**src/rtl/count_uart_tx.sv**
```systemverilog
// Hex-character UART transmitter for 4-bit counter samples.
// One-deep holding register in front of an 8N1 serializer, optional trailing line feed.
module count_uart_tx #(
  parameter int unsigned CLKS_PER_BIT   = 104,
  parameter bit          APPEND_NEWLINE = 1'b1
) (
  input  logic       clk,
  input  logic       reset,
  input  logic [3:0] data_in,
  input  logic       data_valid,
  output logic       data_ready,
  output logic       tx,
  output logic       busy,
  output logic       overrun
);

  localparam int unsigned CntW = (CLKS_PER_BIT > 1) ? $clog2(CLKS_PER_BIT) : 1;
  localparam logic [CntW-1:0] BaudMax = CntW'(CLKS_PER_BIT - 1);

  typedef enum logic [1:0] {StIdle, StStart, StData, StStop} state_e;

  state_e          state_q;
  logic            hold_full_q;
  logic [3:0]      hold_data_q;
  logic [7:0]      shift_q;
  logic [2:0]      bit_cnt_q;
  logic [CntW-1:0] baud_cnt_q;
  logic            second_q;
  logic            tx_q;
  logic            busy_q;
  logic            overrun_q;

  function automatic logic [7:0] to_ascii(input logic [3:0] v);
    if (v < 4'd10) return 8'h30 + {4'h0, v};
    else           return 8'h37 + {4'h0, v};
  endfunction

  assign data_ready = ~hold_full_q;
  assign tx         = tx_q;
  assign busy       = busy_q;
  assign overrun    = overrun_q;

  always_ff @(posedge clk or posedge reset) begin
    if (reset) begin
      state_q     <= StIdle;
      hold_full_q <= 1'b0;
      hold_data_q <= 4'h0;
      shift_q     <= 8'h00;
      bit_cnt_q   <= 3'd0;
      baud_cnt_q  <= '0;
      second_q    <= 1'b0;
      tx_q        <= 1'b1;
      busy_q      <= 1'b0;
      overrun_q   <= 1'b0;
    end else begin
      // Holder is cleared only in StIdle while full, so accept never collides with it.
      if (data_valid) begin
        if (!hold_full_q) begin
          hold_full_q <= 1'b1;
          hold_data_q <= data_in;
        end else begin
          overrun_q <= 1'b1;
        end
      end

      unique case (state_q)
        StIdle: begin
          tx_q   <= 1'b1;
          busy_q <= 1'b0;
          if (hold_full_q) begin
            shift_q     <= to_ascii(hold_data_q);
            hold_full_q <= 1'b0;
            second_q    <= 1'b0;
            baud_cnt_q  <= '0;
            state_q     <= StStart;
            tx_q        <= 1'b0;
            busy_q      <= 1'b1;
          end
        end
        StStart: begin
          if (baud_cnt_q == BaudMax) begin
            baud_cnt_q <= '0;
            bit_cnt_q  <= 3'd0;
            tx_q       <= shift_q[0];
            state_q    <= StData;
          end else begin
            baud_cnt_q <= baud_cnt_q + 1'b1;
          end
        end
        StData: begin
          if (baud_cnt_q == BaudMax) begin
            baud_cnt_q <= '0;
            if (bit_cnt_q == 3'd7) begin
              tx_q    <= 1'b1;
              state_q <= StStop;
            end else begin
              bit_cnt_q <= bit_cnt_q + 1'b1;
              shift_q   <= {1'b0, shift_q[7:1]};
              tx_q      <= shift_q[1];
            end
          end else begin
            baud_cnt_q <= baud_cnt_q + 1'b1;
          end
        end
        StStop: begin
          if (baud_cnt_q == BaudMax) begin
            baud_cnt_q <= '0;
            if (APPEND_NEWLINE && !second_q) begin
              // Line feed follows the hex char with no idle gap.
              second_q <= 1'b1;
              shift_q  <= 8'h0A;
              tx_q     <= 1'b0;
              state_q  <= StStart;
            end else begin
              tx_q    <= 1'b1;
              busy_q  <= 1'b0;
              state_q <= StIdle;
            end
          end else begin
            baud_cnt_q <= baud_cnt_q + 1'b1;
          end
        end
        default: state_q <= StIdle;
      endcase
    end
  end

endmodule

```
**config.mk**
```make
export PLATFORM = sky130hd
export DESIGN_NAME = count_uart_tx
export DESIGN_NICKNAME = d
export VERILOG_FILES = /design/src/rtl/count_uart_tx.sv
export SDC_FILE = /design/constraint.sdc
export NUM_CORES = 1
export LEC_CHECK = 0
export BUFFER_PORTS_ARGS = -buffer_cell sky130_fd_sc_hd__buf_2
export CORE_AREA = 8 8 78 59
export DETAILED_ROUTE_END_ITERATION = 7
export DIE_AREA = 0 0 86 67
export PLACE_DENSITY = 0.74
export SYNTH_ARGS = -nofsm -noshare
export SYNTH_HDL_FRONTEND = slang
export SYNTH_SLANG_ARGS = --single-unit
```
**constraint.sdc**
```tcl
create_clock -name clk -period 4.2 [get_ports clk]
set_input_delay 0.84 -clock clk [delete_from_list [all_inputs] [get_ports clk]]
set_output_delay 0.84 -clock clk [all_outputs]
set_load 0.005 [all_outputs]
```
==> metrics.yaml, run 1 <==
grt:
  grt_max_degree: 29
  track_usage_pct: 11.65
  grt_pass1_vias: 1211
  busiest_layer: "met2"
  grtUsageMet1_pct: 15.47
  antenna_found_initial: 0
  gr-usage-met2_pct: 18.18
  grt-ovfl-total: 0
  met3_usage_pct: 2.703
  grt_pass1_wl_um: 5347
synth:
  syn_avg_cell_area_sq_um: 10.35
  yosysTopAreaCell: "dfrtp_1"
  synth_warnings: 0
  async_flop_share_pct: 100.0
  synth_seq_area_share_pct: 42.92
  synth-edff-count: 0
  synthCells: 158
  synth_top_area_share_pct: 41.32
  yosys.cell_types.count: 39
  synthTopCellsByArea: "dfrtp_1 (41%), ha_1 (7.7%), mux2_4 (6.4%), o21ai_0 (4.6%), a22o_1 (3.7%)"
  yosys_register_bits: 28
  synth_area_sq_um: 1635
  ys.flop_type: "dfrtp_1"
  yosysMostFrequentCell: "dfrtp_1"
  syn_nets: 175
  synth_common_cells: "dfrtp_1 (27), nand2_1 (15), o21ai_0 (15)"
detailed_routing:
  viasPerCell: 5.562
  drtAntennaViolNets: 0
  wl_per_cell_um: 14.07
  dr.first_iter.drc_count: 62
  drc: 0
  firstDrtPassIters: 4
  vias: 1207
  wl_um: 3053
clock_network:
  cts_setup_buffers: 0
  cts_buffers: 3
  cts-resized-gates: 0
  clk_path_buf_depth: 2
  clk_pin_slew_ns: 0.08
  cts_tree: "done"
  cts_num_sinks: 28
  cts-hold-fix-buffers: 0
  insertion_delay_ns: 0.27
  cts_root_buffer: "clkbuf_8"
  htreeDepth: 1
floorplanning:
  start_util_pct: 48.09
  die_x_um: 86
  pin_count: 11
  rows: 18
  die-area_sq_um: 5762
  core_area_sq_um: 3401
  fp.dieH_um: 67
critical_path:
  r2r_slack_ns: 1.94
  worstSetupStartpoint: "state_q[0]$_DFFE_PP0P_"
  crit_buf_inv: 1
  start_kind: "flip-flop"
  max_stage_delay_ns: 0.59
  reg2reg_from: "state_q[0]$_DFFE_PP0P_"
  cp_top_family: "adder cells"
  worst-path-max-fanout: 18
  cp-end-kind: "flip-flop"
  crit_path_cell_trace: "inv_1 > ha_1 > nor2_1 > o211ai_4 > mux2_4"
  cpMaxStageDelayCell: "ha_1"
  cp.arrival_ns: 2.42
  required_ns: 4.36
  setup.worst_path.class: "flip-flop to flip-flop"
layout:
  drive_gt1_share_pct: 16.77
  area_growth_pct: 8.646
  nFillCells: 298
  fin_nets: 185
  fin_area_sq_um: 1777
  n_antenna_cell: 0
pwr:
  swShare_pct: 39.16
  p_comb_share_pct: 50.2
  p_switching_mw: 0.4899
  p_int_mw: 0.7610
  ir_drop_mv: 0.3761
  p_leak_nw: 0.8474
  power.density_nw_per_um2: 704.1
  p_clk_share_pct: 13.0
  seq_power_share_pct: 36.9
status:
  status: "finished, final reports clean"
sta:
  final-max-slew-violation-count: 0
  rsz0062_at_grt: "false"
  finalHoldViolations: 0
  setup-tns-final_ns: 0
  worstMarginPinSlew_ns: 1.017
  max_slew_margin_pct: 32.15
  min_period_over_period_pct: 53.77
  final-setup-viol-count: 0
  final.min_clock_period_ns: 2.258
  fmax_mhz: 442.8
  clock_skew_ns: 0.006326
worst_hold_path:
  hp-class: "flip-flop to flip-flop"
  worstHoldStart: "overrun$_DFFE_PP0P_"
placed_design:
  place_congestion: 0.8450
  place_area_sq_um: 1722
  hpwl_um: 2264
  place.port_buffers: 10
job:
  maxCapViolCount: 0
==> through the flow <==
step / cells / setup slack [ns] / hold WS, ns / utilization, % / power, mW
floorplan: 158 / 2.341 / 0.4510 / - / 0.9578
global placement: 213 / 2.083 / 0.4337 / 50.63 / 1.056
detailed placement: 213 / 1.978 / 0.4392 / 50.63 / 1.086
CTS: 217 / 1.964 / 0.4660 / 52.24 / 1.254
global route: 217 / 1.804 / 0.4789 / 52.24 / 1.347
finish: 217 / 1.942 / 0.4589 / 52.24 / 1.251
==> layout by cell type (no fill, tap or decap), types with 2 or more instances in the layout <==
master / count
dfrtp_1: 27
o31ai_1: 2
o21a_1: 2
mux2_1: 2
nor2b_1: 3
a22o_1: 7
nand2b_1: 4
o21ai_0: 15
nor2_1: 4
xnor2_1: 2
a211o_1: 2
ha_1: 10
inv_1: 13
a31oi_1: 2
mux2_4: 7
a21oi_1: 6
o22ai_1: 2
nor3_1: 4
nand2_1: 15
clkbuf_8: 4
and3_1: 4
buf_2: 10
a41oi_1: 2
a21o_1: 2
nand3_1: 3
==> power groups by stage <==
stage          combinational, mW  clock (mW)  sequential, mW
6_report                   0.628       0.162           0.461
3_5_place_dp               0.624           0           0.462
5_1_grt                    0.695       0.178           0.474
2_1_floorplan              0.520           0           0.437
4_1_cts                    0.627       0.167           0.460
3_3_place_gp               0.597           0           0.459
==> per-layer routing <==
metal	wire (um)	vias to the layer above
li1	-	589
met1	1630	581
met2	1270	31
met3	101	6
met4	51	0
met5	0	-
==> state kept, by name (all words and copies together), names as in the netlist, 2 cells and up <==
name	cells
baud_cnt_q	7
state_q	2
hold_data_q	4
shift_q	7
bit_cnt_q	3
==> cell type report <==
type                    instances  area [sq um]  share of cell area, %
repair buffers                 10         50.05                  2.817
inverters                      13         48.80                  2.746
flip-flops and latches         28         701.9                  39.51
multi-input cells             112         858.3                  48.31
clock buffers                   4         55.05                  3.099
well taps                      50         62.56                  3.521
==> kinds of logic (layout without fill, tap and decap cells) <==
family	count (synthesis)	after routing	share of synthesized area [%]
AOI/OAI and AO/OA	51	51	22.72
and+or+nand+nor	40	40	13.24
DFF	28	28	42.92
buffers and inverters	18	27	4.591
adders and majority gates	10	10	7.651
muxes	9	9	7.804
xor gates and xnor gates	2	2	1.071
==> worst paths after layout <==
kind                                          end  cells past startpoint
min reg2reg                   overrun$_DFFE_PP0P_                      1
max                        shift_q[6]$_DFFE_PP0P_                      5
max in group asynchronous  shift_q[6]$_DFFE_PP0P_                      2
min in group asynchronous  shift_q[4]$_DFFE_PP0P_                      2
max reg2reg                shift_q[6]$_DFFE_PP0P_                      5
min                           overrun$_DFFE_PP0P_                      1
Note: power is estimated with default switching activity, not from simulation.
==> inputs of run 2 (changes only) <==
- clock period: 4.2 -> 2.13 ns (I/O delays scaled with it)
==> run 2 against run 1 <==
Clock power rose to 2.6 times the previous value. First-iteration DRC count rose by 19%. Worst hold slack got worse by 0.27 ns. Critical path type unchanged. Largest cell class unchanged.
==> metrics.yaml, run 2 (synthesized netlist as in run 1, its figures left out) <==
clock_network:
  cts_num_sinks: 28
  clk_pin_slew_ns: 0.10
  cts_root_buffer: "clkbuf_8"
  cts-hold-fix-buffers: 0
  htreeDepth: 1
  cts_setup_buffers: 0
  insertion_delay_ns: 0.28
  cts_buffers: 3
  cts-resized-gates: 0
  clk_path_buf_depth: 2
  cts_tree: "done"
grt:
  grt-ovfl-total: 0
  grt_max_degree: 29
  grt_pass1_vias: 1275
  antenna_found_initial: 0
  track_usage_pct: 13.30
  grt_pass1_wl_um: 5844
layout:
  fin_cells: 223
  biggestRegsByFlops: "baud_cnt_q x7, shift_q x7, hold_data_q x4"
  mostFrequentLayoutCell: "dfrtp_1"
  drive_gt1_share_pct: 19.65
  fin_nets: 191
  layout_common_cells: "dfrtp_1 (27), nand2_1 (15), o21ai_0 (15), inv_1 (13)"
  area_growth_pct: 12.39
  n_antenna_cell: 0
floorplanning:
  start_util_pct: 48.09
  die_x_um: 86
  core_area_sq_um: 3401
  rows: 18
  die-area_sq_um: 5762
  pin_count: 11
  fp.dieH_um: 67
worst_hold_path:
  hp-class: "input port to asynchronous set/reset pin"
pwr:
  ir_drop_mv: 0.7410
  power.density_nw_per_um2: 1424
  p_leak_nw: 0.8843
detailed_routing:
  vias: 1226
  viasPerCell: 5.498
  drtAntennaViolNets: 0
  dr.first_iter.drc_count: 74
  firstDrtPassIters: 4
  drc: 0
  wl_per_cell_um: 15.58
  wl_um: 3474
sta:
  clock_skew_ns: 0.006179
  final-max-slew-violation-count: 0
  worstMarginPinSlew_ns: 0.4331
  rsz0062_at_grt: "false"
  max_slew_margin_pct: 70.82
  min_period_over_period_pct: 90.68
  final.min_clock_period_ns: 1.932
  final-setup-viol-count: 0
  setup-tns-final_ns: 0
  finalHoldViolations: 0
  fmax_mhz: 517.7
critical_path:
  required_ns: 2.31
  r2r_slack_ns: 0.20
  reg2reg_from: "state_q[0]$_DFFE_PP0P_"
  worst-path-max-fanout: 13
  setup.worst_path.class: "flip-flop to flip-flop"
  cp-end-kind: "flip-flop"
  worstSetupStartpoint: "state_q[0]$_DFFE_PP0P_"
  start_kind: "flip-flop"
  cp.arrival_ns: 2.11
placed_design:
  dp.cells: 219
  place_congestion: 0.8230
  hpwl_um: 2544
  place.port_buffers: 10
job:
  maxCapViolCount: 0
status:
  status: "finished, final reports clean"
run 2: cell count changes in the layout (fill, tap and decap cells not counted):
cell and change:
clkbuf_8 -1, bufinv_16 +1, buf_4 +6
run 2: per-stage QoR:
stage	utilization [%]	hold slack, ns	area (sq um)	worst slack (ns)	total power [mW]
finish	54.05	0.1854	1838	0.1984	2.617
global route	54.05	0.2181	1838	0.07717	2.819
CTS	54.05	0.1881	1838	0.2155	2.630
detailed placement	51.95	0.4547	1767	0.2576	2.191
global placement	51.95	0.4351	1767	0.3112	2.118
floorplan	-	0.4510	1635	0.2712	1.889
run 2: layer usage:
layer  vias to the layer above  wire (um)  track usage (%)
met5                         -          0                0
met3                         8        151            2.703
li1                        604          -                -
met1                       580       1631            15.63
met4                         0         83            7.826
met2                        34       1607            22.30
run 2: cell type report:
cell class | count | area [sq um]
Inverter | 13 | 48.80
Timing Repair Buffer | 16 | 95.09
Clock inverter | 1 | 30.03
Clock buffer | 3 | 41.29
Fill cell | 310 | 1563
Tap cell | 50 | 62.56
Sequential cell | 28 | 701.9
Multi-Input combinational cell | 112 | 858.3
run 2: path summary, 6_finish.rpt:
| check | endpoint | cells after the start |
|---|---|---|
| setup / recovery | shift_q[3]$_DFFE_PP0P_ | 4 |
| setup reg to reg | shift_q[3]$_DFFE_PP0P_ | 4 |
| hold / removal | baud_cnt_q[6]$_DFFE_PP0P_ | 3 |
| hold reg to reg | tx$_DFFE_PP1P_ | 2 |
| max in group asynchronous | tx$_DFFE_PP1P_ | 3 |
| min in group clk | hold_data_q[0]$_DFFE_PP0P_ | 3 |
run 2: critical path, cell delays in order, from the launching register on:
cell and delay (ns):
dfrtp_1 0.45, ha_1 0.45, nor2_1 0.20, o211ai_4 0.38, mux2_4 0.34
run 2: where the power goes:
part           internal, mW  switching, mW
Clock                 0.252          0.171
Combinational         0.640          0.637
Sequential            0.731          0.185
==> inputs of run 3 (changes only) <==
- CORE_AREA: 8 8 78 59 -> 8 8 67 69
- DIE_AREA: 0 0 86 67 -> 0 0 75 77
- PLACE_DENSITY: 0.74 -> 0.73
==> run 3 against run 2 <==
Register-to-register slack worse by 0.05 ns. Routed wire length down 8.3%. Cell count down 1.3%. Flip-flop and latch count unchanged. Clock-buffer cell count unchanged. Worst hold slack worse by 0.13 ns. First-iteration DRC count up 2.7%. Largest power group unchanged.
==> metrics.yaml, run 3 (synthesized netlist as in run 1, its figures left out) <==
detailed_routing:
  vias: 1233
  dr.first_iter.drc_count: 76
  firstDrtPassIters: 4
  drc: 0
  wl_per_cell_um: 14.47
  drtAntennaViolNets: 0
  wl_um: 3184
  viasPerCell: 5.605
sta:
  worstMarginPinSlew_ns: 0.4681
  final-max-slew-violation-count: 0
  worst_slack_ns: 0.1528
  fmax_mhz: 505.8
  finalHoldViolations: 0
  clock_skew_ns: 0.01753
  hold_ws_ns: 0.05890
  rsz0062_at_grt: "false"
  max_slew_margin_pct: 68.76
  min_period_over_period_pct: 92.83
  setup-tns-final_ns: 0
  final.min_clock_period_ns: 1.977
  final-setup-viol-count: 0
clock_network:
  cts-resized-gates: 0
  cts_buffers: 3
  cts-hold-fix-buffers: 0
  cts_num_sinks: 28
  cts_tree: "done"
  htreeDepth: 1
  clk_path_buf_depth: 2
  clk_pin_slew_ns: 0.16
  insertion_delay_ns: 0.34
  cts_root_buffer: "clkbuf_4"
  cts_setup_buffers: 0
worst_hold_path:
  hp-class: "input port to asynchronous set/reset pin"
layout:
  layout_common_cells: "dfrtp_1 (27), nand2_1 (15), o21ai_0 (15), inv_1 (13)"
  fin_area_sq_um: 1809
  drive_gt1_share_pct: 19.19
  postLayoutCoreUtil_pct: 51.75
  biggestRegsByFlops: "baud_cnt_q x7, shift_q x7, hold_data_q x4"
  nFillCells: 323
  mostFrequentLayoutCell: "dfrtp_1"
  n_antenna_cell: 0
  area_growth_pct: 10.64
  multi_input_area_sq_um: 858.3
  regArea_sq_um: 701.9
  fin_cells: 220
  fin_nets: 190
pwr:
  ir_drop_mv: 0.7104
  p_leak_nw: 0.8713
  p_clk_share_pct: 13.9
  p_comb_share_pct: 50.0
  power.density_nw_per_um2: 1394
  p_int_mw: 1.552
  p_switching_mw: 0.9704
  seq_power_share_pct: 36.2
  swShare_pct: 38.47
  total_power_mw: 2.523
critical_path:
  required_ns: 2.36
  setup.worst_path.class: "flip-flop to flip-flop"
  cp-end-kind: "flip-flop"
  start_kind: "flip-flop"
  cp.arrival_ns: 2.20
  cpMaxStageDelayCell: "dfrtp_1"
  crit_buf_inv: 0
  crit_path_cell_trace: "ha_1 > nor2_1 > o211ai_4 > mux2_4"
  worst-path-max-fanout: 13
  cp_top_family: "flip-flops"
  max_stage_delay_ns: 0.48
floorplanning:
  die-area_sq_um: 5775
  start_util_pct: 46.78
  die_x_um: 75
  fp.dieH_um: 77
  pin_count: 11
  rows: 22
  core_area_sq_um: 3496
grt:
  antenna_found_initial: 0
  grt_pass1_vias: 1211
  grt-ovfl-total: 0
  track_usage_pct: 12.13
  grt_pass1_wl_um: 5623
  grt_max_degree: 17
placed_design:
  place_area_sq_um: 1757
  place.port_buffers: 10
  place_congestion: 0.9077
  place_ws_ns: 0.2026
  hpwl_um: 2484
  dp.cells: 216
status:
  status: "finished, final reports clean"
job:
  maxCapViolCount: 0
-- run 3: final timing paths --
kind,start,to,slack (ns),depth (start not counted)
setup / recovery,state_q[0]$_DFFE_PP0P_,shift_q[0]$_DFFE_PP0P_,0.15,4
hold / removal,reset,hold_data_q[0]$_DFFE_PP0P_,0.06,2
setup reg to reg,state_q[0]$_DFFE_PP0P_,shift_q[0]$_DFFE_PP0P_,0.15,4
hold reg to reg,overrun$_DFFE_PP0P_,overrun$_DFFE_PP0P_,0.47,1
max in group asynchronous,reset,bit_cnt_q[0]$_DFFE_PP0P_,1.47,3
min in group clk,data_in[0],hold_data_q[0]$_DFFE_PP0P_,0.28,3
-- run 3: power groups by stage --
stage | Sequential [mW] | Clock, mW | Combinational [mW]
2_1_floorplan | 0.863 | 0 | 1.03
3_3_place_gp | 0.904 | 0 | 1.21
3_5_place_dp | 0.921 | 0 | 1.26
4_1_cts | 0.911 | 0.361 | 1.27
5_1_grt | 0.937 | 0.377 | 1.41
6_report | 0.912 | 0.350 | 1.26
-- run 3: final cells by class --
cell class / instances / share of cell area, %
multi-input combinational: 112 / 47.44
clock inverter: 1 / 1.660
tap: 48 / 3.319
clock buffer: 3 / 1.245
inverter: 13 / 2.697
sequential: 28 / 38.80
timing repair buffer: 15 / 4.841
-- run 3: metal layers --
metal  wire length (um)  track usage [%]
met5                  0                0
met2               1652            19.55
met1               1338            15.28
met3                122            1.560
met4                 70            5.686
